## config.mk

```make
export PLATFORM = sky130hd
export DESIGN_NAME = clock_switch_ctrl
export DESIGN_NICKNAME = d
export VERILOG_FILES = /design/src/rtl/clk_sw_pkg.sv /design/src/rtl/clk_sw_timer.sv /design/src/rtl/clock_switch_ctrl.sv
export SDC_FILE = /design/constraint.sdc
export NUM_CORES = 1
export LEC_CHECK = 0
export BUFFER_PORTS_ARGS = -buffer_cell sky130_fd_sc_hd__buf_4
export CAP_MARGIN = 5
export CORE_AREA = 5 5 42 44
export DETAILED_ROUTE_END_ITERATION = 12
export DIE_AREA = 0 0 47 49
export SKIP_CTS_REPAIR_TIMING = 1
export SYNTH_ARGS = -nofsm -noshare
export SYNTH_HDL_FRONTEND = slang
export SYNTH_HIERARCHICAL = 1
export SYNTH_SLANG_ARGS = --single-unit
```

## constraint.sdc

```tcl
create_clock -name clk -period 5.2 [get_ports clk]
set_input_delay 0 -clock clk [delete_from_list [all_inputs] [get_ports clk]]
set_output_delay 0 -clock clk [all_outputs]
set_load 0.01 [all_outputs]
```

## src/rtl/clk_sw_pkg.sv

```systemverilog
// rtl/clk_sw_pkg.sv - shared select codes, FSM encoding and helpers for clock_switch_ctrl
package clk_sw_pkg;

  localparam logic [1:0] SEL_800M  = 2'b00;
  localparam logic [1:0] SEL_500M  = 2'b01;
  localparam logic [1:0] SEL_1000M = 2'b10;

  typedef enum logic [1:0] {
    IDLE   = 2'b00,
    SETTLE = 2'b01,
    DWELL  = 2'b10
  } state_e;

  function automatic int max_int(input int a, input int b);
    return (a > b) ? a : b;
  endfunction

endpackage

```

## src/rtl/clk_sw_timer.sv

```systemverilog
// rtl/clk_sw_timer.sv - loadable down-counter with zero flag, shared by the settle and dwell windows
module clk_sw_timer #(
  parameter int W = 4
) (
  input  logic         clk,
  input  logic         rst_n,
  input  logic         load,
  input  logic [W-1:0] load_val,
  output logic         zero
);

  logic [W-1:0] cnt_q;
  logic [W-1:0] cnt_d;

  // Saturates at zero so an idle controller keeps a quiet, known count.
  always_comb begin
    cnt_d = cnt_q;
    if (load) begin
      cnt_d = load_val;
    end else if (cnt_q != '0) begin
      cnt_d = cnt_q - 1'b1;
    end
  end

  always_ff @(posedge clk or negedge rst_n) begin
    if (!rst_n) begin
      cnt_q <= '0;
    end else begin
      cnt_q <= cnt_d;
    end
  end

  assign zero = (cnt_q == '0);

endmodule

```

## src/rtl/clock_switch_ctrl.sv

```systemverilog
// rtl/clock_switch_ctrl.sv - request-driven select sequencer for the glitch-free clock_switch
module clock_switch_ctrl
  import clk_sw_pkg::*;
#(
  parameter int SETTLE_CYCLES = 8,
  parameter int MIN_DWELL     = 16,
  parameter int NUM_SRC       = 3
) (
  input  logic       clk,
  input  logic       rst_n,
  input  logic       req_valid,
  input  logic [1:0] req_sel,
  output logic       req_ready,
  output logic [1:0] clk_sel,
  output logic       busy,
  output logic       done,
  output logic       err_illegal
);

  localparam int CNT_W = $clog2(max_int(SETTLE_CYCLES, MIN_DWELL) + 1);
  localparam logic [CNT_W-1:0] SETTLE_LOAD = CNT_W'(SETTLE_CYCLES - 1);
  localparam logic [CNT_W-1:0] DWELL_LOAD  = (MIN_DWELL > 0) ? CNT_W'(MIN_DWELL - 1) : '0;
  localparam logic [2:0]       NUM_SRC_C   = 3'(NUM_SRC);

  state_e           state_q, state_d;
  logic [1:0]       sel_q, sel_d;
  logic             done_q, done_d;
  logic             err_q, err_d;
  logic             tmr_load;
  logic [CNT_W-1:0] tmr_val;
  logic             tmr_zero;
  logic             sel_illegal;

  assign sel_illegal = ({1'b0, req_sel} >= NUM_SRC_C);

  clk_sw_timer #(
    .W (CNT_W)
  ) u_timer (
    .clk      (clk),
    .rst_n    (rst_n),
    .load     (tmr_load),
    .load_val (tmr_val),
    .zero     (tmr_zero)
  );

  always_comb begin
    state_d  = state_q;
    sel_d    = sel_q;
    done_d   = 1'b0;
    err_d    = 1'b0;
    tmr_load = 1'b0;
    tmr_val  = '0;
    unique case (state_q)
      IDLE: begin
        if (req_valid) begin
          if (sel_illegal) begin
            err_d = 1'b1;
          end else if (req_sel == sel_q) begin
            // Already on the requested source: acknowledge without a settle window.
            done_d = 1'b1;
          end else begin
            sel_d    = req_sel;
            tmr_load = 1'b1;
            tmr_val  = SETTLE_LOAD;
            state_d  = SETTLE;
          end
        end
      end
      SETTLE: begin
        if (tmr_zero) begin
          done_d = 1'b1;
          if (MIN_DWELL == 0) begin
            state_d = IDLE;
          end else begin
            tmr_load = 1'b1;
            tmr_val  = DWELL_LOAD;
            state_d  = DWELL;
          end
        end
      end
      DWELL: begin
        if (tmr_zero) begin
          state_d = IDLE;
        end
      end
      default: begin
        state_d = IDLE;
      end
    endcase
  end

  always_ff @(posedge clk or negedge rst_n) begin
    if (!rst_n) begin
      state_q <= IDLE;
      sel_q   <= SEL_800M;
      done_q  <= 1'b0;
      err_q   <= 1'b0;
    end else begin
      state_q <= state_d;
      sel_q   <= sel_d;
      done_q  <= done_d;
      err_q   <= err_d;
    end
  end

  assign req_ready   = (state_q == IDLE);
  assign busy        = (state_q != IDLE);
  assign clk_sel     = sel_q;
  assign done        = done_q;
  assign err_illegal = err_q;

endmodule

```

Word-level counts from Yosys, hierarchy flattened

Cells that the tools add are included.

Input bits: 5
Memories kept: 0
RAM bits: 0
Flip-flop bits (word level): 11
Memory bits (read-only): 0
Output and inout bits: 6
Bits in latches: 0
Logic and storage cells: 49

Equal/unequal tests: 8
Divide/modulo/power cells: 0
Add/sub/neg operators: 1
Reductions and logical operators: 7
Bitwise gates (word level): 2
Muxes and demuxes: 25
Order comparisons: 1
$mul: 0
Shift operators: 0

Operators by type and width:

| operator                                                              | count |
|---|---|
| 1-bit 2-to-1 mux                                                      | 10 |
| 2-bit 2-to-1 mux                                                      | 5 |
| 5-bit 2-to-1 mux                                                      | 2 |
| 2-bit inequality test, second input constant                          | 5 |
| 3-bit 2-to-1 mux                                                      | 3 |
| 4-bit case mux with 2 select lines                                    | 1 |
| 2-bit case mux with 3 select lines                                    | 1 |
| 5-bit zero test                                                       | 1 |
| 5-bit AND reduction                                                   | 1 |
| 5-bit nonzero test                                                    | 1 |
| 5-bit by 1-bit subtractor with 5-bit output, second input constant    | 1 |
| 4-bit 2-to-1 mux                                                      | 1 |
| 1-bit case mux with 2 select lines                                    | 2 |
| 4-bit AND reduction                                                   | 1 |
| 2-bit nonzero test                                                    | 2 |
| 2-bit by 1-bit equality test with 1-bit output, second input constant | 1 |
| 2-bit equality test                                                   | 1 |
| 2-bit equality test, second input constant                            | 1 |
| 2-bit greater-or-equal comparator, second input constant              | 1 |
| 2-bit zero test                                                       | 1 |
| 1-bit inverter                                                        | 2 |

Longest topological paths before layout

Depth after elaboration: 6
Depth in mapped cells: 8
Depth with buffers taken out: 7

Modules after synthesis

Netlist, hierarchy kept.

By module, submodules not included:

| module            | sequential area each (um^2) | cells an instance | area each (um^2) | times used |
|---|---|---|---|---|
| clock_switch_ctrl | 150.1                       | 26                | 296.5            | 1 |
| clk_sw_timer      | 125.1                       | 27                | 279.0            | 1 |

Worst setup path before layout

Ideal clock, no wire load.

Path kind: register -> register
From: register u_timer.cnt_q[0]
To: register u_timer.cnt_q[4]
Period minus slack after synthesis: 1876 ps
Required time: 5062 ps
Stages on the path, launching flop included: 8
Library setup time: 138 ps
Arrival: 1738 ps
Slack: 3324 ps
Path buffers: 1
Cells stage by stage: dfrtp_1 -> inv_1 -> ha_1 -> nor4b_4 -> nand3b_1 -> o21ai_1 -> clkbuf_1 -> o21ai_0

Word-level cells in the longest chain between the ends: 4
Elaborated cells on any way between the ends: 8
Those cells by class: 1 x add/sub; 4 x mux; 3 x reduce/logical

RTL lines:

| element                                                | RTL line                | source |
|---|---|---|
| from (decl)                                            | clk_sw_timer.sv:12      | `logic [W-1:0] cnt_q;` |
| from (signal assigned)                                 | clk_sw_timer.sv:29      | `cnt_q <= cnt_d;` |
| 5-bit zero test (*)                                    | clk_sw_timer.sv:33      | `assign zero = (cnt_q == '0);` |
| via tmr_zero                                           | clock_switch_ctrl.sv:31 | `logic tmr_zero;` |
| 1-bit 2-to-1 mux (*)                                   | n/a                     |  |
| 1-bit case mux with 2 select lines (*)                 | clock_switch_ctrl.sv:53 | `unique case (state_q)` |
| via tmr_load                                           | clock_switch_ctrl.sv:29 | `logic tmr_load;` |
| 5-bit 2-to-1 mux or 2-bit nonzero test (tied branches) | n/a                     |  |

The timed path passes the listed nets; every way through them passes the cells marked *. The select of a mux whose other input is x is not followed.
A chain may end at the register's enable or synchronous reset.

Worst setup path after layout

Same ends and word-level chain as after synthesis.

==> flow_summary.toml <==
[status]
status = "complete, no violations"

[logic_synthesis]
synthArstFlopShare = 1.00
muxShareOfSynthArea = 0.0717
synthFlopType = "dfrtp_1"
ys_types = 22
synth.most_common_cell = "dfrtp_1"
synthTopCellsByArea = "dfrtp_1, mux2_4, o31ai_1, nand2_1, xnor2_1"
yosys.area.top_type = "dfrtp_1"
synth_xor_area_frac = 0.0761
synth_top_area_frac = 0.478
synthCells = 53
yosys_warnings = 6
synth.ff_latch_count = 11
synth-simple-area-share = 0.183
synth_compound_area_frac = 0.117
synth_nets = 59
syn_area_per_cell_um2 = 10.9
synth_edf_count = 0
synthTopCellsByCount = "dfrtp_1, nand2_1, inv_1"
netlist_area_um2 = 576
synth_top_family_by_area = "simple AND/OR/NAND/NOR gates"
ys_seq_area_frac = 0.478
synth-adder-area-share = 0.0217

[cells_and_area]
final_nets = 77
final_area_um2 = 733
drive_above_1_share = 0.286
syn_to_final_growth_pct = 27.4
final_core_util = 0.523
diodes = 0
final_cells = 86

[sta]
fmaxAchievable_ghz = 0.487
worst_pin_slew_ps = 718
min_period_ps = 2050
skew_ps = 5.26
layout_setup_ws_ps = 3150
fin_setup_tns_ps = 0
finalSetupViolations = 0
fin_crit_sh = 0.395
rsz0062_at_grt = "false"
hold_violations = 0
whs_ps = 101
maxSlewViolCount = 0
relSlewSlack = 0.518

[clocking]
clock_path_buffers = 2
clkTransAtPathRegs_ps = 70
clock_latency_ps = 260
numCtsBuffers = 3
cts.sinks = 11
root_buffer = "clkbuf_4"
cts_max_level = 1
cts_tree = "built"

[placed_design]
gp_congestion = 0.707
dp_cells = 78
port_buffers = 10
hpwl_um = 783
placed_cell_area_um2 = 667
dp_slack_ps = 3110

[routing]
num_vias = 407
dr.pass1.iters = 4
drc = 0
viasPerCell = 4.73
routedWlPerCell_um = 11.7
ant_nets = 0
drt_wl_total_um = 1010
drtIter0Drc = 6

[worst_hold_path]
hp-class = "in -> async"

[global_routing]
antenna_found_initial = 0
overflow = 0
grt.busiest_layer = "met2"
grt_pass1_wl_um = 1600
global_route.usage.met1 = 0.103
grt_pass1_vias = 389
track_usage = 0.0999
grt_max_degree = 14
met2_usage = 0.154
met3_usage = 0.0332

[worst_setup_path]
reg2reg_from = "u_timer/cnt_q[0]"
r2r_slack_ps = 3150
worstSetupStartpoint = "u_timer/cnt_q[0]"
r2r_end = "u_timer/cnt_q[4]"
critical_path.startpoint_type = "flip-flop"
r2r_cells = 6
critPathKind = "reg -> reg"
cp_max_fo = 13
cp_slowest_cell = "o21ai_1"
cp.required_ps = 5320
crit_path_max_incr_delay_ps = 440
crit_path_end = "u_timer/cnt_q[4]"
cp_cell_sequence = "inv_1 > ha_1 > nor4b_4 > nand3b_1 > o21ai_1 > o21ai_0"
cp.arrival_ps = 2170
endpoint_kind = "flip-flop"

[power_and_ir_drop]
p_leak_nw = 0.343
power_density_nw_per_um2 = 619
power_mw = 0.454
peakVddDrop_uv = 263

[floorplan]
num_rows = 14
dieArea_um2 = 2300
die_w_um = 47
start_util = 0.411
coreArea_um2 = 1400
pin_count = 11
die_h_um = 49

[run]
drv_cap = 0
## how the worst min path moves through the flow
stage          slack [ps]  cells past startpoint           to
2_1_floorplan        -300                      0   clk_sel[0]
3_3_place_gp         -160                      1  err_illegal
3_5_place_dp         -160                      1  err_illegal
4_1_cts              -450                      1   clk_sel[1]
5_1_grt               130                      2   clk_sel[0]
6_report              100                      2   clk_sel[1]
## critical path, delay by kind of cell, from the launching register on
family / cells / cell delay, ps
AO/OA/AOI/OAI: 2 / 630
buffers and inverters: 1 / 90
flip-flops: 1 / 380
AND/OR/NAND/NOR: 2 / 600
adder cells (fa/ha/maj): 1 / 210
## state kept, by name (all words and copies together), names as in the netlist
name	count
u_timer/cnt_q	5
done	1
err_illegal	1
state_q	2
clk_sel	2
## layout by cell type, fill, tap and decap left out, types with 2 or more instances in the layout
cell type / instances
buf_4: 10
clkbuf_4: 3
dfrtp_1: 11
dlygate4sd3_1: 4
inv_1: 6
mux2_4: 2
nand2_1: 7
nor2_1: 2
o21ai_0: 2
o21ai_1: 2
o31ai_1: 4
xnor2_1: 3
xor2_1: 2
## routing by layer
metal	vias to the layer above	part of all wire
met3	4	0.049
met5	-	0
li1	213	-
met1	178	0.40
met2	12	0.52
met4	0	0.034
## area by class of cell
type	instances	area, um2
clock buffer	4	26.3
inverter	6	22.5
timing repair buffer	14	115
sequential	11	275
tap	16	20.0
fill	133	668
multi-input combinational	35	274
## cells by family (layout without fill, tap and decap cells)
group | after synthesis | count (layout)
buffers and inverters | 7 | 24
XOR/XNOR | 5 | 5
other | 1 | 1
flip-flops | 11 | 11
multiplexers | 3 | 3
AO/OA/AOI/OAI | 10 | 10
AND/OR/NAND/NOR | 15 | 15
adder cells (fa/ha/maj) | 1 | 1
## where the power goes
group          switching [mW]  leakage, nW  internal [mW]
Combinational           0.111        0.190          0.122
Clock                  0.0263       0.0150         0.0296
Sequential             0.0390        0.138          0.126
Note: power is estimated with default switching activity, not from simulation.
